<file path="src/rtl/game_round_ctrl.sv">
// game_round_ctrl: round sequencer for the mental-arithmetic game; paces operand display,
// collects the player's answer, judges it against the running sum mod 100 and keeps score.
module game_round_ctrl #(
   parameter int NUM_OPS     = 5,
   parameter int HOLD_CYCLES = 10,
   parameter int GAP_CYCLES  = 2,
   parameter int ANS_TIMEOUT = 200,
   parameter int RESULT_HOLD = 10,
   parameter int ROUNDS      = 4
) (
   input  logic       clk,
   input  logic       rst,
   input  logic       start,
   input  logic       submit,
   input  logic [4:0] rand_num,
   input  logic [7:0] answer,
   output logic [7:0] disp_value,
   output logic [1:0] disp_mode,
   output logic [2:0] op_idx,
   output logic       busy,
   output logic       correct,
   output logic [2:0] score,
   output logic [3:0] round,
   output logic       game_over
);
   typedef enum logic [2:0] {IDLE, SHOW, GAP, ANSWER, JUDGE, RESULT, OVER} state_t;
   state_t      state;
   logic [2:0]  start_s, submit_s;
   logic [7:0]  acc, ans_q, target;
   logic [15:0] timer;
   logic        timed_out, start_edge, submit_edge, hit;
   assign start_edge  = start_s[1] & ~start_s[2];
   assign submit_edge = submit_s[1] & ~submit_s[2];
   assign target      = acc >= 8'd100 ? acc - 8'd100 : acc;
   assign hit         = (ans_q == target) & ~timed_out;
   always_ff @(posedge clk or posedge rst)
      if (rst) begin
         state      <= IDLE;
         start_s    <= '0;
         submit_s   <= '0;
         acc        <= '0;
         ans_q      <= '0;
         timer      <= '0;
         timed_out  <= 1'b0;
         disp_value <= '0;
         disp_mode  <= '0;
         op_idx     <= '0;
         busy       <= 1'b0;
         correct    <= 1'b0;
         score      <= '0;
         round      <= '0;
         game_over  <= 1'b0;
      end else begin
         start_s  <= {start_s[1:0], start};
         submit_s <= {submit_s[1:0], submit};
         timer    <= timer + 16'd1;
         correct  <= 1'b0;
         case (state)
            IDLE, OVER:
               if (start_edge) begin
                  state      <= SHOW;
                  timer      <= '0;
                  op_idx     <= '0;
                  round      <= '0;
                  score      <= '0;
                  acc        <= {3'b0, rand_num};
                  disp_value <= {3'b0, rand_num};
                  disp_mode  <= 2'd1;
                  busy       <= 1'b1;
                  game_over  <= 1'b0;
               end
            SHOW:
               if (timer == 16'(HOLD_CYCLES - 1)) begin
                  state      <= GAP;
                  timer      <= '0;
                  disp_value <= '0;
                  disp_mode  <= 2'd0;
               end
            GAP:
               if (timer == 16'(GAP_CYCLES - 1)) begin
                  timer <= '0;
                  if (op_idx == 3'(NUM_OPS - 1)) begin
                     state      <= ANSWER;
                     disp_value <= answer;
                     disp_mode  <= 2'd2;
                  end else begin
                     state      <= SHOW;
                     op_idx     <= op_idx + 3'd1;
                     acc        <= acc + {3'b0, rand_num};
                     disp_value <= {3'b0, rand_num};
                     disp_mode  <= 2'd1;
                  end
               end
            ANSWER: begin
               disp_value <= answer;
               // a submit edge takes priority over a timeout landing in the same cycle
               if (submit_edge) begin
                  state     <= JUDGE;
                  timer     <= '0;
                  ans_q     <= answer;
                  timed_out <= 1'b0;
               end else if (timer == 16'(ANS_TIMEOUT - 1)) begin
                  state     <= JUDGE;
                  timer     <= '0;
                  timed_out <= 1'b1;
               end
            end
            JUDGE: begin
               state      <= RESULT;
               timer      <= '0;
               correct    <= hit;
               score      <= score + {2'b0, hit & (score != 3'd7)};
               disp_value <= target;
               disp_mode  <= 2'd3;
            end
            RESULT:
               if (timer == 16'(RESULT_HOLD - 1)) begin
                  timer <= '0;
                  if (round == 4'(ROUNDS - 1)) begin
                     state      <= OVER;
                     busy       <= 1'b0;
                     game_over  <= 1'b1;
                     disp_value <= {5'b0, score};
                     disp_mode  <= 2'd3;
                  end else begin
                     state      <= SHOW;
                     round      <= round + 4'd1;
                     op_idx     <= '0;
                     acc        <= {3'b0, rand_num};
                     disp_value <= {3'b0, rand_num};
                     disp_mode  <= 2'd1;
                  end
               end
            default: state <= IDLE;
         endcase
      end
endmodule

</file>
<file path="config.mk">
export PLATFORM = sky130hd
export DESIGN_NAME = game_round_ctrl
export DESIGN_NICKNAME = d
export VERILOG_FILES = /design/src/rtl/game_round_ctrl.sv
export SDC_FILE = /design/constraint.sdc
export NUM_CORES = 1
export LEC_CHECK = 0
export CAP_MARGIN = 20
export CORE_MARGIN = 3
export CORE_UTILIZATION = 60
export DETAILED_ROUTE_END_ITERATION = 10
export DONT_BUFFER_PORTS = 1
export PLACE_DENSITY = 0.78
export SLEW_MARGIN = 20
export SYNTH_ARGS = -nofsm -noshare
export SYNTH_HDL_FRONTEND = slang
export SYNTH_SLANG_ARGS = --single-unit
</file>
<file path="constraint.sdc">
create_clock -name clk -period 5.5 [get_ports clk]
set_clock_uncertainty 0.05 [all_clocks]
set_input_delay 1.1 -clock clk [delete_from_list [all_inputs] [get_ports clk]]
set_output_delay 1.1 -clock clk [all_outputs]
set_load 0.02 [all_outputs]
</file>
==> qor.yml <==
pwr_density_cell_nw_per_um2: 503.0
num_vias: 3300
syn_nets: 448
final_antenna_net_count: 0
startpoint_type: "flip-flop"
clock.fmax_mhz: 334.7
ys_types: 76
leakage_nw: 1.775
fp.dieW_um: 87.24
grt_overflow: 0
synth_most_common_cell: "dfrtp_1"
clock_path_buffers: 2
maxCapViolCount: 0
syn_area_um2: 3960
io_buffers: 0
ys_ff_latch: 65
vias_per_cell: 6.804
rsz0062_at_grt: "false"
diodes: 0
ctsHoldBuffers: 0
clkSlewWorstSetupHoldPaths_ns: 0.07
hp-class: "flip-flop to flip-flop"
synthArstFlopShare_pct: 100.0
worstMarginPinSlew_ns: 1.018
finalHoldViolCount: 0
wirelength_mm: 9.399
synthTopCellsByArea: "dfrtp_1 (41%), ha_1 (4.4%), nor2_1 (3.6%), nand2_1 (3.0%), o21ai_0 (2.8%)"
critPathLaunch: "acc[2]"
track_usage_pct: 26.70
core_um2: 6166
antenna_found_initial: 0
wl_per_cell_um: 19.38
cts_resized: 0
hold_path_depth: 0
cts_tree: "built"
setup_viol: 0
cts_sinks: 65
synthToLayoutAreaGrowth_pct: 4.929
end_kind: "flip-flop"
layout_worst_path_cycle_share_pct: 54.32
cp_max_fo: 10
arrival_ns: 3.22
hpwl_mm: 6.675
synth_edf_count: 0
gp_congestion: 0.9118
cts_setup_buffers: 0
max-slew-margin-rel_pct: 31.79
htreeDepth: 3
grt_pass1_wl_mm: 15.55
die_h_um: 87.24
dr.pass1.iters: 5
start_util_pct: 64.22
cts_inserted_buffers: 9
initialDrtViolationCount: 242
ir_drop_mv: 0.3101
synth_top_area_share_pct: 41.07
ios: 40
clkLatencyLatePin_ns: 0.35
drv_slew: 0
grt_max_degree: 66
clockRootBuffer: "clkbuf_8"
yosys.area.top_type: "dfrtp_1"
p_total_mw: 2.090
synthTopCellsByCount: "dfrtp_1 (65), nor2_1 (38), nand2_1 (32)"
drive_gt1_share_pct: 10.49
synth_ff_type: "dfrtp_1"
hold_start: "start_s[0]"
r2r-start: "acc[2]"
yosysWarnings: 0
required_ns: 5.73
r2r_cells: 12
grt_pass1_vias: 3110
fin_tns_setup_ns: 0
avgSynthCellArea_um2: 9.519
nets: 440
ys_seq_area_share_pct: 41.07
syn_inst: 416
status: "complete, no violations"
crit_type: "flip-flop to flip-flop"
dieArea_um2: 7611
drc_errors: 0
num_rows: 28
final.min_clock_period_ns: 2.988
## where the power goes
part / total, mW / internal [mW] / switching, mW
logic: 0.924 / 0.379 / 0.545
registers: 0.801 / 0.589 / 0.212
clock network: 0.365 / 0.193 / 0.172
total: 2.09 / 1.16 / 0.929
## critical path, cell delays in order, from the launching register on
cell and delay (ns):
dfrtp_1 0.49, inv_1 0.10, ha_1 0.25, nand2b_1 0.25
o311ai_0 0.52, and3_1 0.23, o2111ai_1 0.17, nor3_1 0.23
ha_1 0.18, ha_1 0.13, nand2_1 0.06, xor2_1 0.17
nor2_1 0.09
## logic make-up (layout without fill, tap and decap cells)
kind of cell    count (synthesis)  count (layout)  synth area share [%]
compound gates                113             113                 20.57
xor+xnor                       18              18                 3.981
fa+ha+maj                      15              15                 4.929
buf+inv                        39              33                 4.012
flops                          65              65                 41.07
mux                            15              15                 4.234
simple gates                  151             151                 21.20
## layer usage
metal	vias to the layer above	global-route usage, %	share of wire, %
li1	1538	-	-
met1	1590	36.60	43
met2	153	37.88	44
met3	19	10.12	10
met4	0	11.16	2.1
met5	-	0	0
## layout make-up
| class | instances | area [um2] |
|---|---|---|
| timing repair buffer | 3 | 22.52 |
| clock buffer | 13 | 168.9 |
| inverter | 17 | 63.81 |
| multi-input combinational | 312 | 2180 |
| fill | 493 | 2011 |
| tap | 75 | 93.84 |
| sequential | 65 | 1627 |
## sequential cells by signal, summed over array words and instances (netlist names)
signal / count
acc: 8
ans_q: 8
busy: 1
correct: 1
disp_mode: 2
disp_value: 8
game_over: 1
op_idx: 3
round: 4
score: 3
start_s: 3
state: 3
submit_s: 3
timed_out: 1
timer: 16
## placed cells by master, fill, tap and decap left out, types with 6 or more instances in the layout
cell type  Yosys  routed
dfrtp_1       65      65
nor2_1        38      38
nand2_1       32      32
o21ai_0       22      22
inv_1         17      16
a21oi_1       15      15
ha_1          14      14
xor2_1        12      12
clkbuf_8       0      12
nor3_1        11      11
nand2b_1      10      10
mux2_2         9       9
o31ai_1        7       7
a21o_1         7       7
nand3_1        7       7
nand4_1        6       6
a211oi_1       6       6
xnor2_1        6       6
## metrics by stage
stage	hold slack [ns]	instance area [um2]	cells	utilization [%]	setup WS [ns]
floorplan	0.2812	3960	416	-	2.724
global placement	0.2825	3981	472	64.57	2.226
detailed placement	0.2870	3981	472	64.57	2.147
CTS	0.3002	4150	485	67.31	2.110
global route	0.3125	4155	485	67.39	2.183
finish	0.2979	4155	485	67.39	2.512
## path summary, 6_finish.rpt
kind	end	slack, ns
min	start_s[1]	0.30
max reg2reg	score[2]	2.51
min reg2reg	start_s[1]	0.30
max in group asynchronous	disp_value[3]	4.04
min in group asynchronous	disp_value[5]	0.81
max	score[2]	2.51
No activity file was read; power rests on OpenSTA's default activity.
